===== src/rtl/asym_bram_pkg.sv =====
// Shared helpers for the asymmetric true dual-port RAM: lane mapping and parameter legality.
package asym_bram_pkg;

    function automatic int unsigned calc_ratio(input int unsigned width_a, input int unsigned width_b);
        return (width_b == 0) ? 0 : width_a / width_b;
    endfunction

    // First narrow word covered by wide word addr_a.
    function automatic int unsigned lane_base(input int unsigned addr_a, input int unsigned ratio);
        return addr_a * ratio;
    endfunction

    function automatic bit params_legal(
        input int unsigned width_a,
        input int unsigned size_a,
        input int unsigned addr_width_a,
        input int unsigned width_b,
        input int unsigned size_b,
        input int unsigned addr_width_b
    );
        if (width_a == 0 || width_b == 0 || size_a == 0 || size_b == 0) return 1'b0;
        if (width_a % width_b != 0) return 1'b0;
        if (size_a * width_a != size_b * width_b) return 1'b0;
        if (addr_width_a < $clog2(size_a) || addr_width_a == 0) return 1'b0;
        if (addr_width_b < $clog2(size_b) || addr_width_b == 0) return 1'b0;
        return 1'b1;
    endfunction

endpackage


===== src/rtl/asym_bram_out_reg.sv =====
// Resettable output pipeline register, one per RAM port, clocked every cycle.
module asym_bram_out_reg #(
    parameter int unsigned WIDTH = 16
) (
    input  logic             clk,
    input  logic             rstn,
    input  logic [WIDTH-1:0] d,
    output logic [WIDTH-1:0] q
);

    always_ff @(posedge clk or negedge rstn) begin
        if (!rstn) begin
            q <= '0;
        end else begin
            q <= d;
        end
    end

endmodule


===== src/rtl/asym_bram_tdp_rf.sv =====
// Single-clock read-first true dual-port RAM, wide port A / narrow port B, little-endian lanes.
// Define ASYM_BRAM_OUT_REG_EN to add an extra output register stage per port (2-cycle read latency).
module asym_bram_tdp_rf
    import asym_bram_pkg::*;
#(
    parameter int unsigned WIDTHA     = 96,
    parameter int unsigned SIZEA      = 2,
    parameter int unsigned ADDRWIDTHA = 1,
    parameter int unsigned WIDTHB     = 16,
    parameter int unsigned SIZEB      = 12,
    parameter int unsigned ADDRWIDTHB = 4
) (
    input  logic                  clk,
    input  logic                  rstn,
    input  logic                  enaA,
    input  logic                  weA,
    input  logic [ADDRWIDTHA-1:0] addrA,
    input  logic [WIDTHA-1:0]     diA,
    output logic [WIDTHA-1:0]     doA,
    input  logic                  enaB,
    input  logic                  weB,
    input  logic [ADDRWIDTHB-1:0] addrB,
    input  logic [WIDTHB-1:0]     diB,
    output logic [WIDTHB-1:0]     doB
);

    localparam int unsigned RATIO = calc_ratio(WIDTHA, WIDTHB);
    localparam int unsigned MAW   = (SIZEB > 1) ? $clog2(SIZEB) : 1;
    localparam int unsigned LW    = (RATIO > 1) ? $clog2(RATIO) : 1;

    if (!params_legal(WIDTHA, SIZEA, ADDRWIDTHA, WIDTHB, SIZEB, ADDRWIDTHB)) begin : g_bad_params
        $error("asym_bram_tdp_rf: illegal parameters WIDTHA=%0d SIZEA=%0d WIDTHB=%0d SIZEB=%0d",
               WIDTHA, SIZEA, WIDTHB, SIZEB);
    end

    logic [WIDTHB-1:0] mem [SIZEB];

    logic                          a_in;
    logic                          b_in;
    logic                          a_wr;
    logic                          b_wr;
    logic                          b_hit;
    logic [31:0]                   a_base;
    logic [MAW-1:0]                b_idx;
    logic [RATIO-1:0][WIDTHB-1:0]  di_a_lanes;
    logic [RATIO-1:0][WIDTHB-1:0]  rd_a_lanes;
    logic [WIDTHA-1:0]             rd_a;
    logic [WIDTHB-1:0]             rd_b;

    assign a_in       = 32'(addrA) < SIZEA;
    assign b_in       = 32'(addrB) < SIZEB;
    assign a_base     = lane_base(32'(addrA), RATIO);
    assign b_idx      = MAW'(addrB);
    assign di_a_lanes = diA;

    // A colliding port-B write is dropped up front rather than relying on NBA ordering.
    assign a_wr  = enaA && weA && a_in;
    assign b_hit = a_wr && (32'(addrB) >= a_base) && ((32'(addrB) - a_base) < RATIO);
    assign b_wr  = enaB && weB && b_in && !b_hit;

    always_comb begin
        rd_a_lanes = '0;
        if (a_in) begin
            for (int unsigned k = 0; k < RATIO; k++) begin
                rd_a_lanes[LW'(k)] = mem[MAW'(a_base + k)];
            end
        end
    end

    // Storage is never reset; writes are blocked while rstn is low so contents survive reset.
    always_ff @(posedge clk) begin
        if (rstn) begin
            if (b_wr) begin
                mem[b_idx] <= diB;
            end
            if (a_wr) begin
                for (int unsigned k = 0; k < RATIO; k++) begin
                    mem[MAW'(a_base + k)] <= di_a_lanes[LW'(k)];
                end
            end
        end
    end

    always_ff @(posedge clk or negedge rstn) begin
        if (!rstn) begin
            rd_a <= '0;
        end else if (enaA) begin
            rd_a <= rd_a_lanes;
        end
    end

    always_ff @(posedge clk or negedge rstn) begin
        if (!rstn) begin
            rd_b <= '0;
        end else if (enaB) begin
            rd_b <= b_in ? mem[b_idx] : '0;
        end
    end

`ifdef ASYM_BRAM_OUT_REG_EN
    asym_bram_out_reg #(.WIDTH(WIDTHA)) u_out_reg_a (
        .clk  (clk),
        .rstn (rstn),
        .d    (rd_a),
        .q    (doA)
    );

    asym_bram_out_reg #(.WIDTH(WIDTHB)) u_out_reg_b (
        .clk  (clk),
        .rstn (rstn),
        .d    (rd_b),
        .q    (doB)
    );
`else
    assign doA = rd_a;
    assign doB = rd_b;
`endif

endmodule


===== config.mk =====
export PLATFORM = sky130hd
export DESIGN_NAME = asym_bram_tdp_rf
export DESIGN_NICKNAME = d
export VERILOG_FILES = /design/src/rtl/asym_bram_pkg.sv /design/src/rtl/asym_bram_out_reg.sv /design/src/rtl/asym_bram_tdp_rf.sv
export SDC_FILE = /design/constraint.sdc
export NUM_CORES = 1
export LEC_CHECK = 0
export CORE_MARGIN = 5
export CORE_UTILIZATION = 58
export CTS_CLUSTER_DIAMETER = 40
export DETAILED_ROUTE_END_ITERATION = 6
export MAX_ROUTING_LAYER = met4
export PLACE_DENSITY = 0.88
export SETUP_SLACK_MARGIN = 0.05
export SLEW_MARGIN = 20
export SYNTH_ARGS = -nofsm -noshare
export SYNTH_HDL_FRONTEND = slang
export SYNTH_SLANG_ARGS = --single-unit

===== constraint.sdc =====
create_clock -name clk -period 3.2 [get_ports clk]
set_clock_uncertainty 0.1 [all_clocks]
set_input_delay 0.48 -clock clk [delete_from_list [all_inputs] [get_ports clk]]
set_output_delay 0.48 -clock clk [all_outputs]
set_load 0.01 [all_outputs]

Word-level counts from Yosys, hierarchy flattened
Memories as Yosys holds them, arrays and structs flattened. A register that Yosys moved wholly into a read port is not among the register bits.
Cells that the tools add are included.
{"block": "totals", "n_memories": 1, "ff_bits": 16, "out_inout_bits": 112, "mem_bits_rw": 192, "input_bits": 123}
{"block": "op_classes", "reduce_logical": 13, "addsub": 6, "n_mux": 7, "n_mul": 1, "magnitude_cmp": 3}
{"memory": "mem", "depth": 12, "width": 16, "read_ports": 7, "rd_ports_with_merged_regs": 6, "wr": 7, "line_no": "asym_bram_tdp_rf.sv:36", "source": "logic [WIDTHB-1:0] mem [SIZEB];"}
{"cell": "< comparator 32 x 3 -> 1 bit, second input constant", "n": 1}
{"cell": "2-to-1 mux 16 bit", "n": 1}
{"cell": "adder 4 x 2 -> 4 bit, second input constant", "n": 2}
{"cell": "adder 4 x 3 -> 4 bit, second input constant", "n": 2}
{"cell": "zero test 1 bit", "n": 7}
{"cell": "logical AND 1 bit", "n": 6}
{"cell": "2-to-1 mux 1 bit", "n": 6}
{"cell": "subtractor 4 x 4 -> 5 bit", "n": 1}
{"cell": "adder 4 x 1 -> 4 bit, second input constant", "n": 1}
{"cell": "greater-or-equal comparator 4 bit", "n": 1}
{"cell": "< comparator 4 bit, second input constant", "n": 1}
{"cell": "multiplier 1 x 2 -> 3 bit, second input constant", "n": 1}

Logic depth before layout (Yosys ltp)
Gate-level depths: netlist (run 1).
{"block": "logic_depth", "ltp_word": 9, "mapped_depth": 14, "depth_no_buf": 10}

Worst setup path after synthesis (run 1)
Ideal clock, no wire load.
{"block": "synth_timing", "kind": "input-to-reg", "start": "input addrB[1]", "end": "memory mem[5][0] (enable)", "required_ns": 2.665, "setup_slack_ns": -1.399, "cell_stages": 14, "n_path_buf": 4, "t_arrival_ns": 4.063, "path_cell_list": "buf_4 > buf_6 > buf_4 > inv_1 > ha_1 > inv_1 > fa_1 > inv_1 > ha_1 > nor2_1 > o2111ai_1 > a211oi_2 > buf_4 > o41ai_1"}
{"item": "start, declared", "line_no": "asym_bram_tdp_rf.sv:22", "source": "input logic [ADDRWIDTHB-1:0] addrB,"}
{"item": "end, declared", "line_no": "asym_bram_tdp_rf.sv:36"}

==> flow_metrics.env, run 1 <==
export IMPL_outcome="finished clean"
export IMPL_worstPathRequired_ns=3.30
export IMPL_tightestPinTransition_ns=1.16
export IMPL_floorplan_die_height_um=167
export IMPL_crit_path_end_kind="flop"
export IMPL_netlist_area_um2=14300
export IMPL_p_per_area_nw_per_um2=544
export IMPL_timing_critical_path_slowest_cell_delay_ns=0.50
export IMPL_cts_htree_levels=2
export IMPL_dpl_cell_area_um2=17400
export IMPL_global_route_wire_length_before_repair_um=68000
export IMPL_cts_resized=0
export IMPL_cts_clk_pin_slew_worst_paths_ns=0.06
export IMPL_syn_area_per_cell_um2=10.9
export IMPL_portbufs=234
export IMPL_power_report_internal_total_mw=7.55
export IMPL_share_of_the_yosys_chip_area_belonging_to_registers_pct=59.8
export IMPL_yosys_register_bits=304
export IMPL_post_route_utilization_pct=76.6
export IMPL_tritoncts="built"
export IMPL_worstSetupStartpointType="input port"
export IMPL_final_max_slew_violation_count=0
export IMPL_crit_type="in -> reg"
export IMPL_grt_max_degree=97
export IMPL_antenna_violations_before_repair=0
export IMPL_average_wire_per_cell_in_the_routed_design_um=23.5
export IMPL_comb_power_share_pct=14.1
export IMPL_power_switching_fraction_pct=25.5
export IMPL_switchingPower_mw=2.58
export IMPL_power_share_of_the_clock_group_pct=40.5
export IMPL_critPathBufInv=4
export IMPL_grt_remaining_overflow=0
export IMPL_post_synth_top_area_cell="sky130_fd_sc_hd__edfxtp_1"
export IMPL_clockBufferDepth=3
export IMPL_total_leakage_power_nw=7.79
export IMPL_synth_top_area_share_pct=40.2
export IMPL_drv_max_cap_violation_count=0
export IMPL_cts_buffers=37
export IMPL_max_freq_mhz=356
export IMPL_drtPass1Iterations=6
export IMPL_insertion_delay_ns=0.52
export IMPL_die_width_um=167
export IMPL_drt_vias_per_instance=6.07
export IMPL_final_period_utilization_pct=87.8
export IMPL_layout_cells_most_common="sky130_fd_sc_hd__nand2_1"
export IMPL_synthDistinctLibCells=36
export IMPL_layout_drive_gt1_share_pct=11.0
export IMPL_place_hpwl_um=30900
export IMPL_yosys_warnings=0
export IMPL_arrival_ns=2.91
export IMPL_headroom_to_the_max_slew_limit_pct=22.4
export IMPL_total_power_mw=10.1
export IMPL_syn_num_nets=1439
export IMPL_setup_viol=0
export IMPL_clk_root_buffer_cell="sky130_fd_sc_hd__clkbuf_16"
export IMPL_rsz_0062_raised_after_global_routing="no"
export IMPL_first_iter_violations=1525
export IMPL_floorplan_core_area_um2=24300
export IMPL_num_nets_final=1685
export IMPL_ioPinCount=235
export IMPL_clkSinkCount=304
export IMPL_worst_path_max_delay_cell="sky130_fd_sc_hd__clkdlybuf4s50_1"
export IMPL_worst_slack_ns=0.390
export IMPL_final_standard_cell_area_without_fillers_um2=18600
export IMPL_cpLargestDelayFamily="buffers and inverters"
export IMPL_cp_cell_sequence="clkdlybuf4s50_1, fa_2, inv_1, ha_2, nor2_1, o2111ai_1, a211oi_4, buf_12, o41ai_4, buf_4"
export IMPL_die_footprint_um2=28000
export IMPL_routed_via_count=11595
export IMPL_grt_pass1_vias=11757
export IMPL_endpoints_failing_hold=0
export IMPL_initial_core_util_pct=59.0
export IMPL_vdd_drop_max_mv=0.351
export IMPL_critical_path_peak_fanout=10
export IMPL_drt_total_wl_um=44800
export IMPL_synth_cells=1312
export IMPL_timing_final_crit_period_ns=2.81
export IMPL_drc=0
export IMPL_layout_common_cells="436 x sky130_fd_sc_hd__nand2_1, 230 x sky130_fd_sc_hd__clkdlybuf4s50_1, 192 x sky130_fd_sc_hd__edfxtp_1"
export IMPL_rows=57
export IMPL_post_synth_main_area_contributors="sky130_fd_sc_hd__edfxtp_1 40%, sky130_fd_sc_hd__dfrtp_1 20%, sky130_fd_sc_hd__nand2_1 11%"
export IMPL_worst_hold_path_type="reg -> reg"
export IMPL_worst_hold_check_slack_ns=0.422
export IMPL_sequentialPowerShare_pct=45.5
export IMPL_replace_congestion=0.936
export IMPL_areaGrowthSynthToFinish_pct=29.9
export IMPL_ant_nets=0
export IMPL_pre_cts_slack_ns=-0.0939
export IMPL_grt_util_all_layers_pct=32.5
==> Yosys cell counts, drive strengths merged <==
cell type / count
nor2: 100
a211oi: 2
nand2b: 3
o31ai: 1
buf: 47
a21oi: 112
a22oi: 32
mux4: 16
clkbuf: 37
or2: 1
fa: 1
nand3: 2
nand4: 1
and2b: 9
ha: 3
dfrtp: 112
o21ai: 16
edfxtp: 192
nand2: 436
or3: 1
mux2i: 160
inv: 5
and3: 1
and2: 1
o2111ai: 1
o41ai: 11
nor2b: 9
==> power by group through the flow <==
stage	sequential [mW]	combinational [mW]	clock [mW]
floorplan	4.70	0.590	0
global placement	4.67	1.36	0
detailed placement	4.67	1.40	0
CTS	4.60	1.41	4.12
global route	4.63	1.52	4.29
finish	4.61	1.42	4.10
==> kinds of logic (layout without fill, tap and decap cells) <==
| family | count (synthesis) | count (layout) | synth area share [%] |
|---|---|---|---|
| other cells | 0 | 1 | 0 |
| simple gates | 564 | 564 | 15.5 |
| flops | 304 | 304 | 59.8 |
| buf+inv | 89 | 363 | 3.26 |
| mux | 176 | 176 | 13.7 |
| compound gates | 175 | 175 | 7.42 |
| fa+ha+maj | 4 | 4 | 0.401 |
==> worst register-to-register path, delay by kind of cell, from the launching register on <==
kind / cells / cell delay (ns)
muxes: 1 / 0.49
DFF: 1 / 0.41
AOI/OAI and AO/OA: 2 / 0.29
==> final cells by class <==
class                   instances  area (µm²)
inverters                       5        21.3
flip-flops and latches        304        8570
multi-input cells             919        5520
fillers                      1447        5700
clock buffers                  43         990
clock inverters                24         220
well taps                     324         405
repair buffers                291        2900
diodes                          1        2.50
==> stage by stage <==
stage,TNS [ns],instances
3_3_place_gp,0,1842
5_1_grt,0,1910
6_report,0,1911
3_5_place_dp,-7.75,1842
4_1_cts,0,1910
2_1_floorplan,-22.18,1312
==> worst paths after layout <==
| path | cells past startpoint | start | to | slack [ns] |
|---|---|---|---|---|
| max in group asynchronous | 3 | rstn | doA[29] | 1.63 |
| max reg2reg | 3 | mem[5][4] | doB[4] | 1.78 |
| max | 10 | addrB[2] | mem[10][3] | 0.39 |
| min reg2reg | 2 | doA[65] | doA[65] | 0.42 |
| min in group asynchronous | 3 | rstn | doB[6] | 0.57 |
| min | 2 | doA[65] | doA[65] | 0.42 |
==> what timing repair did <==
item                                   in CTS  in global routing
endpoints found under the hold margin      11                  0
hold buffers                                1                  0
setup buffers                               0                  0
==> sequential cells by signal, indices dropped and copies added (netlist names) <==
register  flops
doA          96
doB          16
mem         192
==> per-layer routing <==
layer / vias up / share of wire [%] / GRT usage, %
met5: - / 0 / -
met4: 0 / 5.0 / 14.6
met3: 180 / 11 / 5.75
met2: 848 / 48 / 51.6
met1: 5493 / 36 / 41.3
li1: 5074 / - / -
(Power assumes the default switching activity.)
==> run 2: changes to the inputs <==
CORE_UTILIZATION = 38   (was 58)
PLACE_DENSITY = 0.62   (was 0.88)
SYNTH_HIERARCHICAL = 1   (was not set)
==> run 2 against run 1 <==
Clock-buffer cell count grew 20. Cell count grew 11%. Core utilization down 25 points. Routed wire length is 8.7% higher. Power grew 9.9%. Fmax up 2.8%. Sequential power about the same. Via count shrank 4.4%. Non-clock buffer count unchanged.
==> flow_metrics.env, run 2 <==
export IMPL_p_per_area_nw_per_um2=576
export IMPL_synthDistinctLibCells=36
export IMPL_synthFlopType="sky130_fd_sc_hd__edfxtp_1"
export IMPL_average_wire_per_cell_in_the_routed_design_um=23.0
export IMPL_synth_cells=1312
export IMPL_grt_remaining_overflow=0
export IMPL_edff_count_synth=192
export IMPL_worst_hold_path_type="in -> reg"
export IMPL_yosys_warnings=6
export IMPL_first_iter_violations=1027
export IMPL_areaGrowthSynthToFinish_pct=34.7
export IMPL_place_hpwl_um=34600
export IMPL_tightestPinTransition_ns=1.12
export IMPL_cts_buffers=45
export IMPL_die_footprint_um2=41700
export IMPL_grt_pass1_vias=11247
export IMPL_syn_area_per_cell_um2=10.9
export IMPL_rows=71
export IMPL_post_synth_main_area_contributors="sky130_fd_sc_hd__edfxtp_1 40%, sky130_fd_sc_hd__dfrtp_1 20%, sky130_fd_sc_hd__nand2_1 11%"
export IMPL_outcome="finished clean"
export IMPL_clockBufferDepth=3
export IMPL_arrival_ns=2.88
export IMPL_global_route_wire_length_before_repair_um=71700
export IMPL_power_switching_fraction_pct=25.1
export IMPL_timing_final_crit_period_ns=2.73
export IMPL_clkSinkCount=304
export IMPL_worstPathRequired_ns=3.35
export IMPL_rsz_0062_raised_after_global_routing="no"
export IMPL_drv_max_cap_violation_count=0
export IMPL_cts_clk_pin_slew_worst_paths_ns=0.05
export IMPL_num_fill_cells=3360
export IMPL_worstSetupStartpointType="input port"
export IMPL_layout_drive_gt1_share_pct=11.8
export IMPL_crit_path_end_kind="flop"
export IMPL_antenna_violations_before_repair=1
export IMPL_ys_top_cells_by_count="436 x sky130_fd_sc_hd__nand2_1, 192 x sky130_fd_sc_hd__edfxtp_1, 160 x sky130_fd_sc_hd__mux2i_1"
export IMPL_ant_nets=0
export IMPL_syn_num_nets=1439
export IMPL_post_route_utilization_pct=51.5
export IMPL_clk_root_buffer_cell="sky130_fd_sc_hd__clkbuf_16"
export IMPL_portbufs=234
export IMPL_yosys_register_bits=304
export IMPL_total_power_mw=11.1
export IMPL_grt_max_degree=94
export IMPL_ioPinCount=235
export IMPL_max_flop_register="mem"
export IMPL_worst_path_max_delay_cell="sky130_fd_sc_hd__clkdlybuf4s50_1"
export IMPL_cts_htree_levels=2
export IMPL_power_report_internal_total_mw=8.34
export IMPL_final_period_utilization_pct=85.4
export IMPL_share_of_the_yosys_chip_area_belonging_to_registers_pct=59.8
export IMPL_layout_cells_most_common="sky130_fd_sc_hd__nand2_1"
export IMPL_drc=0
export IMPL_drt_vias_per_instance=5.24
export IMPL_num_nets_final=1693
export IMPL_synth_top_area_share_pct=40.2
export IMPL_initial_core_util_pct=38.3
export IMPL_post_synth_top_area_cell="sky130_fd_sc_hd__edfxtp_1"
export IMPL_drtPass1Iterations=5
export IMPL_crit_type="in -> reg"
export IMPL_die_width_um=204
export IMPL_total_leakage_power_nw=7.99
export IMPL_critical_path_peak_fanout=14
export IMPL_max_freq_mhz=366
export IMPL_final_max_slew_violation_count=0
export IMPL_synthMostInstantiatedCell="sky130_fd_sc_hd__nand2_1"
export IMPL_replace_congestion=0.909
export IMPL_sequentialPowerShare_pct=41.3
export IMPL_endpoints_failing_hold=0
export IMPL_power_share_of_the_clock_group_pct=45.6
export IMPL_floorplan_core_area_um2=37500
export IMPL_timing_critical_path_slowest_cell_delay_ns=0.51
export IMPL_layout_common_cells="436 x sky130_fd_sc_hd__nand2_1, 229 x sky130_fd_sc_hd__clkdlybuf4s50_1, 192 x sky130_fd_sc_hd__edfxtp_1"
export IMPL_netlist_area_um2=14300
export IMPL_cts_resized=0
export IMPL_cp_cell_sequence="clkdlybuf4s50_1, fa_2, inv_1, ha_2, nor2_1, o2111ai_1, a211oi_4, buf_12, o41ai_4, buf_12"
export IMPL_routed_via_count=11081
export IMPL_drt_total_wl_um=48700
export IMPL_synth_async_sr_flop_share_pct=36.8
export IMPL_vdd_drop_max_mv=0.358
export IMPL_setup_viol=0
export IMPL_grt_util_all_layers_pct=23.7
export IMPL_floorplan_die_height_um=204
export IMPL_insertion_delay_ns=0.55
export IMPL_headroom_to_the_max_slew_limit_pct=25.3
export IMPL_tritoncts="built"
export IMPL_tns_ns=0
export IMPL_comb_power_share_pct=13.0
export IMPL_path_common_cell="sky130_fd_sc_hd__buf_12"
export IMPL_largest_register_ff_count=192
export IMPL_switchingPower_mw=2.79
-- run 2: cell counts after synthesis --
No cell type changed its count.
-- run 2: routing by layer --
layer | global-route usage, % | share of wire, %
met1 | 32.1 | 43
met2 | 36.5 | 47
met4 | 8.21 | 3.4
met5 | - | 0
met3 | 3.79 | 7.4
-- run 2: through the flow --
stage          hold WS (ns)  std cells  setup WS, ns  area [µm²]
2_1_floorplan        0.0844       1312        -0.162       14600
3_3_place_gp          0.203       2029        -0.111       17700
3_5_place_dp          0.204       2029        -0.105       17700
4_1_cts               0.161       2114         0.462       19300
5_1_grt               0.187       2115         0.389       19300
6_report              0.172       2115         0.467       19300
-- run 2: final timing paths --
check | startpoint | endpoint | slack, ns | cells past startpoint
setup reg to reg | mem[5][3] | doB[3] | 1.82 | 3
max in group asynchronous | rstn | doA[19] | 1.08 | 4
min in group asynchronous | rstn | doA[43] | 0.20 | 2
hold / removal | enaA | doA[22] | 0.17 | 2
setup / recovery | addrB[2] | mem[11][2] | 0.47 | 10
hold reg to reg | doA[37] | doA[37] | 0.42 | 2
-- run 2: cell families (layout without fill, tap and decap cells) --
logic type,after synthesis,in the layout,synth area share (%)
compound gates,175,175,7.42
simple gates,564,564,15.5
fa+ha+maj,4,4,0.401
other cells,0,1,0
buf+inv,89,380,3.26
flops,304,304,59.8
mux,176,176,13.7
-- run 2: power by group through the flow --
| stage | registers, mW | logic (mW) | clock network, mW |
|---|---|---|---|
| 3_5_place_dp | 4.68 | 1.45 | 0 |
| 5_1_grt | 4.63 | 1.55 | 5.30 |
| 2_1_floorplan | 4.70 | 0.590 | 0 |
| 4_1_cts | 4.61 | 1.46 | 5.13 |
| 3_3_place_gp | 4.67 | 1.44 | 0 |
| 6_report | 4.60 | 1.45 | 5.08 |
-- run 2: worst max-delay path, delay by kind of cell --
| family | cells | cell delay (ns) |
|---|---|---|
| fa+ha+maj | 2 | 0.59 |
| simple gates | 1 | 0.05 |
| buf+inv | 4 | 0.97 |
| compound gates | 3 | 0.75 |
-- run 2: area by class of cell --
| cell class | count | area (µm²) | share of cell area (%) |
|---|---|---|---|
| multi-input combinational | 919 | 5520 | 28.6 |
| sequential | 304 | 8570 | 44.4 |
| antenna | 1 | 2.50 | 0.0130 |
| inverter | 5 | 21.3 | 0.110 |
| tap | 511 | 639 | 3.31 |
| timing repair buffer | 291 | 2980 | 15.4 |
| clock buffer | 63 | 1380 | 7.16 |
| clock inverter | 21 | 201 | 1.04 |
-- run 2: timing repair --
action / CTS / global route
hold buffers: 1 / 0
buffers inserted: 0 / 0
hold endpoints to repair: 5 / 0
